===== config.mk =====
export PLATFORM = sky130hd
export DESIGN_NAME = rx_symbol_lock_packer
export DESIGN_NICKNAME = d
export VERILOG_FILES = /design/src/rtl/rx_symbol_lock_packer.sv
export SDC_FILE = /design/constraint.sdc
export NUM_CORES = 1
export LEC_CHECK = 0
export BUFFER_PORTS_ARGS = -buffer_cell sky130_fd_sc_hd__buf_2
export CAP_MARGIN = 20
export CORE_MARGIN = 1.5
export CORE_UTILIZATION = 53
export DETAILED_ROUTE_END_ITERATION = 7
export PLACE_DENSITY_LB_ADDON = 0.3
export SYNTH_ARGS = -nofsm -noshare
export SYNTH_HDL_FRONTEND = slang
export SYNTH_SLANG_ARGS = --single-unit

===== constraint.sdc =====
create_clock -name clk -period 2.38 [get_ports clk]
set_input_delay 0.119 -clock clk [delete_from_list [all_inputs] [get_ports clk]]
set_output_delay 0.119 -clock clk [all_outputs]
set_load 0.02 [all_outputs]

===== src/rtl/rx_symbol_lock_packer.sv =====
// COM (K28.5) symbol-lock FSM and 8/16/32-bit receive word packer.
// Optional macro RX_SKP_DROP_EN: while locked, valid SKP (K28.0) bytes are dropped instead of packed.
module rx_symbol_lock_packer #(
    parameter int LOCK_COMS = 2,
    parameter int ERR_MAX   = 4,
    parameter int GOOD_DEC  = 8,
    parameter int CNT_W     = 8
) (
    input  logic             clk,
    input  logic             rst,
    input  logic             enb,
    input  logic [1:0]       dataS,
    input  logic [7:0]       dataIn,
    input  logic             k_in,
    input  logic             invalid_in,
    output logic [31:0]      dataOut,
    output logic [3:0]       k_mask,
    output logic             word_valid,
    output logic             word_err,
    output logic             lock,
    output logic [CNT_W-1:0] sym_err_total
);
    // state | meaning
    // UNLOCKED | hunting for the first COM
    // ALIGN    | counting consecutive COMs toward lock
    // LOCKED   | packing bytes, tracking symbol errors
    localparam logic [1:0] ST_UNLOCKED = 2'd0;
    localparam logic [1:0] ST_ALIGN    = 2'd1;
    localparam logic [1:0] ST_LOCKED   = 2'd2;

    localparam int EW = $clog2(ERR_MAX + 1);
    localparam int GW = $clog2(GOOD_DEC + 1);
    localparam int CW = $clog2(LOCK_COMS + 1);

    logic [1:0]       state_q, state_d;
    logic [CW-1:0]    com_cnt_q, com_cnt_d;
    logic [EW-1:0]    err_cnt_q, err_cnt_d;
    logic [GW-1:0]    good_q, good_d;
    logic [1:0]       idx_q, idx_d;
    logic [1:0]       last_q, last_d;
    logic [31:0]      acc_data_q, acc_data_d;
    logic [3:0]       acc_k_q, acc_k_d;
    logic             acc_err_q, acc_err_d;
    logic [31:0]      out_data_q, out_data_d;
    logic [3:0]       out_k_q, out_k_d;
    logic             out_err_q, out_err_d;
    logic             wv_q, wv_d;
    logic [CNT_W-1:0] sym_q, sym_d;

    logic        is_com, is_skp, do_pack, pk_err;
    logic [1:0]  sel_last, pk_last;
    logic [31:0] pk_data;
    logic [3:0]  pk_k;

    assign is_com = enb & k_in & (dataIn == 8'hBC) & ~invalid_in;
`ifdef RX_SKP_DROP_EN
    assign is_skp = enb & k_in & (dataIn == 8'h1C) & ~invalid_in;
`else
    assign is_skp = 1'b0;
`endif

    always_comb begin
        case (dataS)
            2'b01:   sel_last = 2'd1;
            2'b10:   sel_last = 2'd3;
            default: sel_last = 2'd0;
        endcase
    end

    always_comb begin
        state_d    = state_q;
        com_cnt_d  = com_cnt_q;
        err_cnt_d  = err_cnt_q;
        good_d     = good_q;
        idx_d      = idx_q;
        last_d     = last_q;
        acc_data_d = acc_data_q;
        acc_k_d    = acc_k_q;
        acc_err_d  = acc_err_q;
        out_data_d = out_data_q;
        out_k_d    = out_k_q;
        out_err_d  = out_err_q;
        wv_d       = 1'b0;
        sym_d      = sym_q;
        do_pack    = 1'b0;

        pk_data = (idx_q == 2'd0) ? 32'd0 : acc_data_q;
        pk_k    = (idx_q == 2'd0) ? 4'd0 : acc_k_q;
        pk_err  = ((idx_q != 2'd0) & acc_err_q) | invalid_in;
        pk_data[{idx_q, 3'b000} +: 8] = dataIn;
        pk_k[idx_q] = k_in;
        pk_last = (idx_q == 2'd0) ? sel_last : last_q;

        case (state_q)
            ST_LOCKED: begin
                if (enb && invalid_in) begin
                    good_d = '0;
                    if (sym_q != '1) sym_d = sym_q + 1'b1;
                    if (err_cnt_q == EW'(ERR_MAX - 1)) begin
                        state_d   = ST_UNLOCKED;
                        err_cnt_d = '0;
                        com_cnt_d = '0;
                        idx_d     = 2'd0;
                    end else begin
                        err_cnt_d = err_cnt_q + 1'b1;
                        do_pack   = 1'b1;
                    end
                end else if (enb) begin
                    if (good_q == GW'(GOOD_DEC - 1)) begin
                        good_d = '0;
                        if (err_cnt_q != '0) err_cnt_d = err_cnt_q - 1'b1;
                    end else begin
                        good_d = good_q + 1'b1;
                    end
                    if (is_com && idx_q != 2'd0) begin
                        out_data_d = acc_data_q;
                        out_k_d    = acc_k_q;
                        out_err_d  = 1'b1;
                        wv_d       = 1'b1;
                        acc_data_d = {24'd0, dataIn};
                        acc_k_d    = 4'b0001;
                        acc_err_d  = 1'b0;
                        idx_d      = 2'd1;
                        // A 1-byte select here would need two words in one cycle; keep the old width instead.
                        last_d     = (sel_last == 2'd0) ? last_q : sel_last;
                    end else if (!is_skp) begin
                        do_pack = 1'b1;
                    end
                end
            end
            default: begin
                if (is_com) begin
                    if (com_cnt_q == CW'(LOCK_COMS - 1)) begin
                        state_d   = ST_LOCKED;
                        com_cnt_d = '0;
                        err_cnt_d = '0;
                        good_d    = '0;
                        idx_d     = 2'd0;
                    end else begin
                        state_d   = ST_ALIGN;
                        com_cnt_d = com_cnt_q + 1'b1;
                    end
                end else if (enb && invalid_in) begin
                    state_d   = ST_UNLOCKED;
                    com_cnt_d = '0;
                end
            end
        endcase

        if (do_pack) begin
            if (idx_q == pk_last) begin
                out_data_d = pk_data;
                out_k_d    = pk_k;
                out_err_d  = pk_err;
                wv_d       = 1'b1;
                idx_d      = 2'd0;
            end else begin
                acc_data_d = pk_data;
                acc_k_d    = pk_k;
                acc_err_d  = pk_err;
                idx_d      = idx_q + 2'd1;
                if (idx_q == 2'd0) last_d = sel_last;
            end
        end
    end

    always_ff @(posedge clk or negedge rst) begin
        if (!rst) begin
            state_q    <= ST_UNLOCKED;
            com_cnt_q  <= '0;
            err_cnt_q  <= '0;
            good_q     <= '0;
            idx_q      <= 2'd0;
            last_q     <= 2'd0;
            acc_data_q <= 32'd0;
            acc_k_q    <= 4'd0;
            acc_err_q  <= 1'b0;
            out_data_q <= 32'd0;
            out_k_q    <= 4'd0;
            out_err_q  <= 1'b0;
            wv_q       <= 1'b0;
            sym_q      <= '0;
        end else begin
            state_q    <= state_d;
            com_cnt_q  <= com_cnt_d;
            err_cnt_q  <= err_cnt_d;
            good_q     <= good_d;
            idx_q      <= idx_d;
            last_q     <= last_d;
            acc_data_q <= acc_data_d;
            acc_k_q    <= acc_k_d;
            acc_err_q  <= acc_err_d;
            out_data_q <= out_data_d;
            out_k_q    <= out_k_d;
            out_err_q  <= out_err_d;
            wv_q       <= wv_d;
            sym_q      <= sym_d;
        end
    end

    assign dataOut       = out_data_q;
    assign k_mask        = out_k_q;
    assign word_err      = out_err_q;
    assign word_valid    = wv_q;
    assign lock          = (state_q == ST_LOCKED);
    assign sym_err_total = sym_q;
endmodule


; ---- Word level (Yosys, flattened, before mapping)
; Index checks and enable logic that the tools add are counted.
[op_classes]
order_cmp = 2
n_mux = 94
n_shift = 2
addsub = 7
eq_ne = 17
reduce_logical = 17
bitwise = 6
[op_table]
columns = cell, count
row1 = $mux 32, 13
row2 = $mux 4, 19
row3 = $mux 2, 26
row4 = $bwmux 32, 1
row5 = $shift 8x7->32 const A, 1
row6 = $shiftx 8x7->32, 1
row7 = $mux 1, 24
row8 = $mux 3, 8
row9 = $reduce_and 5->1, 2
row10 = $reduce_and 3->1, 3
row11 = $reduce_bool 3->1, 3
row12 = $add 8x1->8 const B, 1
row13 = $eq 8x8->1 const B, 1
row14 = $ne 8x8->1 const B, 1
row15 = $reduce_bool 2->1, 4
row16 = $neg 5->7, 1
row17 = $ne 3x1->1 const B, 2
row18 = $add 2x1->2 const B, 2
row19 = $add 4x1->4 const B, 1
row20 = $and 1x1->1, 4
row21 = $bwmux 4, 1
row22 = $eq 2x1->1 const B, 2
row23 = $eq 2x2->1 const B, 2
row24 = $eq 4x3->1 const B, 1
row25 = other kinds (17), 21
[totals]
inputBits = 15
output_inout_bits = 47
reg_bits = 98
wordCells = 159

; ---- Logic depth before layout (Yosys ltp)
; Gate-level depths: netlist of the first run.
[depth]
ltp_word = 11
depth_mapped = 11
ltp_nobuf = 7

; ---- Worst setup path after synthesis of the first run
; No wires, ideal clock.
[synth_timing]
path_type = flip-flop to flip-flop
start = register idx_q[0]
end = register acc_data_q[0]
setup_time_ps = 122
slack_ps = 26
required_time_ps = 2258
arrival_ps = 2233
stages_incl_launch_ff = 11
path_buffers = 3
synth_period_minus_slack_ps = 2354
path_cell_list = dfrtp_1 > clkbuf_1 > inv_1 > ha_1 > buf_6 > and2_1 > nor3_1 > nor3_2 > buf_6 > o31a_1 > a32o_1
[synth_via]
elab_chain_cells = 8
word_cells_on_any_way = 20
classes_between = add/sub (1) / eq/ne (1) / shift (2) / mux (13) / reduce/logical (3)
[synth_lines]
columns = element, line_no
row1 = start: declaration, 39  ; logic [1:0] idx_q, idx_d;
row2 = start signal: assignment, 188  ; idx_q <= idx_d;
row3 = branches (longest 7 deep; another with $neg 5->7), --
row4 = $mux 32 (*), 150  ; if (do_pack) begin
row5 = named net acc_data_d[0], 41  ; logic [31:0] acc_data_q, acc_data_d;
row6 = end signal: assignment, 190  ; acc_data_q <= acc_data_d;
row7 = end: declaration, 41
; Mark *: on every way through the listed nets, which the timed path passes.
; A chain may end at the register's enable or synchronous reset.

; ---- Worst setup path after layout of the first run
[layout_timing]
start = register idx_q[1]
end = register out_data_q[22] (netlist: dataOut[22])
[layout_via]
elab_chain_cells = 8
word_cells_on_any_way = 20
classes_between = add/sub (1) / eq/ne (1) / shift (2) / mux (13) / reduce/logical (3)
[layout_lines]
columns = element, line_no
row1 = branches (longest 7 deep; another with $neg 5->7), --
row2 = $mux 32 (*), 150
row3 = named net out_data_d[22], 44  ; logic [31:0] out_data_q, out_data_d;
row4 = end signal: assignment, 193  ; out_data_q <= out_data_d;
row5 = end: declaration, 44
; Marks and branches as above.

==> results.yml, run 1 <==
timing:
  tightest_slew_ns: 0.743
  fmax_ghz: 0.449
  post-route-period-util_pct: 93.5
  setup_slack_ns: 0.154
  setup_viol: 0
  drv_slew: 0
  post-route-min-period_ns: 2.23
  rsz0062_at_grt: "false"
  timing.clock.skew_ns: 0.00805
  relSlewSlack_pct: 50.2
  fin_tns_setup_ns: 0
  hold_viol: 0
synthesis:
  synth.lib_cells_used.distinct: 51
  synthesized_area_um2: 5320
  netlist.area_leader.share_pct: 46.1
  primary_flip_flop_cell_chosen_by_synthesis_mapping: "sky130_fd_sc_hd__dfrtp_1"
  synth_async_sr_flop_share_pct: 100
  synth_edf_count: 0
  synthMostInstantiatedCell: "sky130_fd_sc_hd__dfrtp_1"
  synthesis.nets: 560
  yosys.area.top_type: "sky130_fd_sc_hd__dfrtp_1"
  postSynthAreaPerCell_um2: 10.0
  synth-warning-count: 0
  synth.cells.most_frequent: "sky130_fd_sc_hd__dfrtp_1, sky130_fd_sc_hd__mux2i_1, sky130_fd_sc_hd__o21ai_0, sky130_fd_sc_hd__nand2_1, sky130_fd_sc_hd__inv_1"
  seq_cells_post_synth: 98
  synthesis.instances: 531
  netlist_top_cells_area: "sky130_fd_sc_hd__dfrtp_1, sky130_fd_sc_hd__mux2i_1, sky130_fd_sc_hd__o21ai_0, sky130_fd_sc_hd__o211ai_1, sky130_fd_sc_hd__ha_1"
  part_of_the_yosys_area_used_for_sequential_elements_pct: 46.1
die:
  die_w_um: 103
  ioPinCount: 62
  dieArea_um2: 10600
  coreArea_um2: 9730
  initial_utilization_pct: 54.6
  die-height_um: 103
  num_rows: 36
clock_network:
  clkSlewWorstSetupHoldPaths_ns: 0.09
  clkLatencyLatePin_ns: 0.37
  cts_tree: "yes"
  cts_made_buffers: 9
  post-cts-setup-buffers: 0
  htree_num_levels: 3
  cts_max_path_buffers: 2
  ctsRootBufferMaster: "sky130_fd_sc_hd__clkbuf_8"
  numClockSinks: 98
global_routing:
  busiest_layer: "met2"
  use_met3_pct: 5.15
  grt_start_max_net_pins: 51
  number_of_antenna_violations_at_the_first_check_in_global_routing: 0
  grt_overflow_total: 0
  gr_usage_total_pct: 26.0
  grt_util_met2_pct: 38.8
  first_global_vias: 4192
  met1_track_demand_over_resource_in_global_routing_pct: 37.7
  grt_pass1_wl_um: 21300
final_layout:
  finalNetCount: 618
  post_route_cells_drive_above_1_share_pct: 18.2
  multiInputGateArea_um2: 2570
  design_area_um2: 6000
  fillers: 836
  layout.area.seq_um2: 2450
  antenna_cells: 0
  syn_to_final_growth_pct: 12.9
setup_path:
  worstSetupStartpointType: "register"
  worst_ep_arrival_time_ns: 2.47
  critPathRequiredTime_ns: 2.63
  timing.reg2reg.worst_path_depth: 8
  crit_type: "reg -> reg"
  cp-end-kind: "register"
  critPathMaxFanout: 28
placement:
  hpwl_um: 8660
  gp_congestion: 0.887
  detailedPlace.worstSlack_ns: -0.00899
  placed_area_um2: 5780
  placement.io_buffers: 61
outcome:
  status: "completed"
worst_hold_path:
  hold_path_cell_cnt: 2
  hold_path_class: "in -> reg"
flow_run:
  max_cap_violations: 0
power_and_ir_drop:
  power.density_nw_per_um2: 481
  ir_drop_mv: 0.245
  leakage_nw: 3.19
routing:
  final_antenna_net_count: 0
  wirelength_routed_um: 12800
  via_per_inst: 5.90
  detailedRoute.firstIterationViolations: 289
  wl_per_cell_um: 17.6
  route.vias.total: 4286
  detailedRoute.firstPassIterationCount: 4
  dr_drc_count: 0
cell type report:
type                       instances  area share, %
multi-input combinational        364           42.9
sequential                        98           40.9
timing repair buffer              82           8.07
tap                              133           2.77
clock buffer                      12           2.42
inverter                          34           2.13
clock inverter                     4          0.855
flip-flops by register name (all words and copies together), names as in the netlist:
name,count
last_q,2
dataOut,32
k_mask,4
err_cnt_q,3
com_cnt_q,2
acc_data_q,32
idx_q,2
word_err,1
state_q,2
acc_k_q,4
sym_err_total,8
acc_err_q,1
good_q,4
word_valid,1
stage by stage:
step / total power [mW] / hold slack [ns] / cells / utilization [%]
2_1_floorplan: 1.74 / -0.177 / 531 / -
3_3_place_gp: 1.82 / 0.0507 / 710 / 59.4
3_5_place_dp: 1.82 / 0.0568 / 710 / 59.4
4_1_cts: 2.90 / 0.0636 / 727 / 61.5
5_1_grt: 2.99 / 0.0705 / 727 / 61.7
6_report: 2.89 / 0.0768 / 727 / 61.7
cells in the final DEF, fill, tap and decap left out, types with 7 or more instances in the layout:
cell type	instances
sky130_fd_sc_hd__clkbuf_8	10
sky130_fd_sc_hd__a21oi_1	7
sky130_fd_sc_hd__inv_1	32
sky130_fd_sc_hd__buf_4	19
sky130_fd_sc_hd__and2_1	10
sky130_fd_sc_hd__o211ai_1	29
sky130_fd_sc_hd__a31oi_1	8
sky130_fd_sc_hd__and3_1	12
sky130_fd_sc_hd__nor2b_1	11
sky130_fd_sc_hd__nand4_1	8
sky130_fd_sc_hd__o221ai_1	8
sky130_fd_sc_hd__dfrtp_1	98
sky130_fd_sc_hd__nand2_1	39
sky130_fd_sc_hd__o21ai_0	55
sky130_fd_sc_hd__nor2_1	12
sky130_fd_sc_hd__buf_2	60
sky130_fd_sc_hd__nand3_1	26
sky130_fd_sc_hd__mux2i_1	57
sky130_fd_sc_hd__ha_1	13
logic make-up (layout without fill, tap and decap cells):
family                   Yosys count  in the layout  share of synthesized area (%)
AND/OR/NAND/NOR                  142            142                           14.7
AO/OA/AOI/OAI                    138            138                           17.0
flip-flops                        98             98                           46.1
buffers and inverters             69            132                           5.84
multiplexers                      59             59                           11.2
adder cells (fa/ha/maj)           14             14                           3.30
XOR/XNOR                          11             11                           1.81
final timing paths:
check / from / endpoint / slack, ns
setup / recovery: idx_q[1]$_DFFE_PN0P_ / dataOut[22]$_DFF_PN0_ / 0.15
hold / removal: enb / state_q[0]$_DFFE_PN0P_ / 0.08
setup reg to reg: idx_q[1]$_DFFE_PN0P_ / dataOut[22]$_DFF_PN0_ / 0.15
hold reg to reg: good_q[3]$_DFFE_PN0P_ / good_q[3]$_DFFE_PN0P_ / 0.49
max in group asynchronous: rst / acc_data_q[11]$_DFF_PN0_ / 1.51
min in group asynchronous: rst / word_err$_DFF_PN0_ / 0.21
critical path, cell delays in order, from the launching register on:
cell and delay [ns]:
sky130_fd_sc_hd__dfrtp_1 0.38, sky130_fd_sc_hd__inv_1 0.14, sky130_fd_sc_hd__ha_2 0.30, sky130_fd_sc_hd__mux2i_1 0.24, sky130_fd_sc_hd__xnor2_1 0.13, sky130_fd_sc_hd__nor3_4 0.25
sky130_fd_sc_hd__buf_6 0.24, sky130_fd_sc_hd__nand2_8 0.22, sky130_fd_sc_hd__mux2i_1 0.18
routing by layer:
layer  part of all wire (%)  wire (um)  up-vias
met2                     46       5900      142
li1                       -          -     2028
met5                      0          0        -
met3                    6.4        815       21
met4                    1.6        200        0
met1                     46       5890     2095
power breakdown:
group          total [mW]  switching (mW)  internal [mW]
registers            1.67         0.00177           1.67
clock network        1.10           0.588          0.516
logic               0.114          0.0826         0.0315
timing repair:
item / 4_1_cts / 5_1_grt
hold endpoints to repair: 23 / 0
endpoints found under the setup margin: 7 / 69
resized for setup: 1 / 6
hold buffers: 1 / 0
Power figures use the tool's default switching activity.
==> run 2, diff against run 1 <==
--- a/config.mk
+++ b/config.mk
@@ -7,8 +7,10 @@
 export LEC_CHECK = 0
 export BUFFER_PORTS_ARGS = -buffer_cell sky130_fd_sc_hd__buf_2
 export CAP_MARGIN = 20
+export CELL_PAD_IN_SITES_DETAIL_PLACEMENT = 0
+export CELL_PAD_IN_SITES_GLOBAL_PLACEMENT = 1
 export CORE_MARGIN = 1.5
-export CORE_UTILIZATION = 53
+export CORE_UTILIZATION = 41
 export DETAILED_ROUTE_END_ITERATION = 7
 export PLACE_DENSITY_LB_ADDON = 0.3
 export SYNTH_ARGS = -nofsm -noshare
==> run 2 against run 1 <==
  * Wire length is 5.5% higher
  * Maximum frequency is 1.3% higher
  * Via count is 1.6% lower
  * Utilization is 13 points lower
  * Die area is 28% higher
  * Largest cell class unchanged
  * Count of clock-buffer cells in the layout is 1 lower
  * First-iteration DRC count is 6.6% lower
  * Highest routed layer unchanged
  * Combinational power hardly changed
  * Power is 13% higher
==> results.yml, run 2 (synthesized netlist as in run 1, its figures left out) <==
timing:
  setup_viol: 0
  whs_ns: 0.113
  hold_viol: 0
  timing.clock.skew_ns: 0.00738
  fin_tns_setup_ns: 0
  rsz0062_at_grt: "false"
  post-route-min-period_ns: 2.20
  post-route-period-util_pct: 92.3
  fmax_ghz: 0.455
  tightest_slew_ns: 0.806
  drv_slew: 0
  relSlewSlack_pct: 46.0
routing:
  final_antenna_net_count: 0
  via_per_inst: 5.45
  route.vias.total: 4216
  wirelength_routed_um: 13500
  detailedRoute.firstIterationViolations: 270
  wl_per_cell_um: 17.5
  detailedRoute.firstPassIterationCount: 4
  dr_drc_count: 0
power_and_ir_drop:
  ir_drop_mv: 0.311
  power.density_nw_per_um2: 526
  leakage_nw: 3.27
outcome:
  status: "completed"
die:
  coreArea_um2: 12600
  initial_utilization_pct: 42.1
  dieArea_um2: 13700
  ioPinCount: 62
  num_rows: 41
  die-height_um: 117
  die_w_um: 117
clock_network:
  clkLatencyLatePin_ns: 0.35
  cts_max_path_buffers: 2
  numClockSinks: 98
  htree_num_levels: 3
  ctsRootBufferMaster: "sky130_fd_sc_hd__clkbuf_16"
  cts_tree: "yes"
  cts_made_buffers: 9
  post-cts-setup-buffers: 0
  clkSlewWorstSetupHoldPaths_ns: 0.07
setup_path:
  worstSetupStartpointType: "register"
  critPathRequiredTime_ns: 2.62
  worst_ep_arrival_time_ns: 2.43
  cp-end-kind: "register"
  cpMaxStageDelayCell: "sky130_fd_sc_hd__nor4b_4"
  crit_type: "reg -> reg"
  critPathMaxStageDelay_ns: 0.36
  critPathMaxFanout: 17
  timing.critical_path.cells: "inv_1 -> ha_1 -> nor2_1 -> nor4b_4 -> nand2_1 -> buf_4 -> o31a_1 -> a32o_1"
global_routing:
  first_global_vias: 4223
  grt_overflow_total: 0
  grt_start_max_net_pins: 62
  gr_usage_total_pct: 21.2
  number_of_antenna_violations_at_the_first_check_in_global_routing: 0
  grt_pass1_wl_um: 22200
final_layout:
  layout.cells.non_filler: 773
  finalNetCount: 625
  layout.cells.most_common: "sky130_fd_sc_hd__dfrtp_1"
  syn_to_final_growth_pct: 16.5
  post_route_cells_drive_above_1_share_pct: 19.0
  antenna_cells: 0
  layout_common_cells: "sky130_fd_sc_hd__dfrtp_1, sky130_fd_sc_hd__buf_2, sky130_fd_sc_hd__mux2i_1"
flow_run:
  max_cap_violations: 0
placement:
  gp_congestion: 0.821
  hpwl_um: 9100
  placement.io_buffers: 61
  place_inst: 756
worst_hold_path:
  hold_path_class: "in -> reg"
==> run 2: changes by cell type in the layout (fill, tap and decap cells not counted), moves of 2 or more <==
cell and delta:
sky130_fd_sc_hd__clkinv_2 +2, sky130_fd_sc_hd__buf_4 +8, sky130_fd_sc_hd__clkbuf_16 +9, sky130_fd_sc_hd__clkbuf_8 -9
==> run 2: final timing paths <==
check	start	end	slack (ns)	cells past startpoint
min in group asynchronous	rst	good_q[0]$_DFFE_PN0P_	0.29	2
max in group asynchronous	rst	acc_data_q[23]$_DFF_PN0_	1.40	3
worst max register to register	idx_q[0]$_DFFE_PN0P_	acc_data_q[0]$_DFF_PN0_	0.18	8
worst min-delay path	enb	state_q[0]$_DFFE_PN0P_	0.11	2
worst min register to register	good_q[3]$_DFFE_PN0P_	good_q[3]$_DFFE_PN0P_	0.48	1
worst max-delay path	idx_q[0]$_DFFE_PN0P_	acc_data_q[0]$_DFF_PN0_	0.18	8
==> run 2: timing repair <==
item / CTS / global route
hold buffers: 1 / 0
hold endpoints to repair: 37 / 0
setup endpoints to repair: 0 / 12
resized for setup: 0 / 3
==> run 2: layout make-up <==
class,instances,area [um^2]
well taps,172,215
multi-input cells,364,2570
repair buffers,89,533
clock inverters,5,53.8
flip-flops and latches,98,2450
clock buffers,11,243
fillers,1221,6430
inverters,34,128
==> run 2: through the flow <==
stage	utilization [%]	total power, mW	area [um^2]	setup slack (ns)
after floorplan	-	1.74	5320	0.0257
after global placement	46.6	1.81	5880	0.211
after detailed placement	46.6	1.82	5880	0.103
after CTS	49.0	3.31	6180	0.0812
after global routing	49.1	3.37	6190	0.000950
final	49.1	3.26	6190	0.183
==> run 2: worst max-delay path: cells and delay by family (launching register included) <==
family / cells / cell delay [ns]
simple gates: 3 / 0.76
compound gates: 2 / 0.38
flops: 1 / 0.35
buf+inv: 2 / 0.32
fa+ha+maj: 1 / 0.27
==> run 2: routing by layer <==
| metal | track usage (%) | routed length (um) |
|---|---|---|
| met5 | 0 | 0 |
| met4 | 6.91 | 160 |
| met3 | 3.55 | 583 |
| met2 | 33.4 | 6300 |
| met1 | 30.0 | 6460 |
==> run 2: report_power, final <==
part,switching [mW],leakage (nW),internal [mW]
Clock,0.633,0.149,0.840
Sequential,0.00209,1.33,1.67
Combinational,0.0834,1.80,0.0303
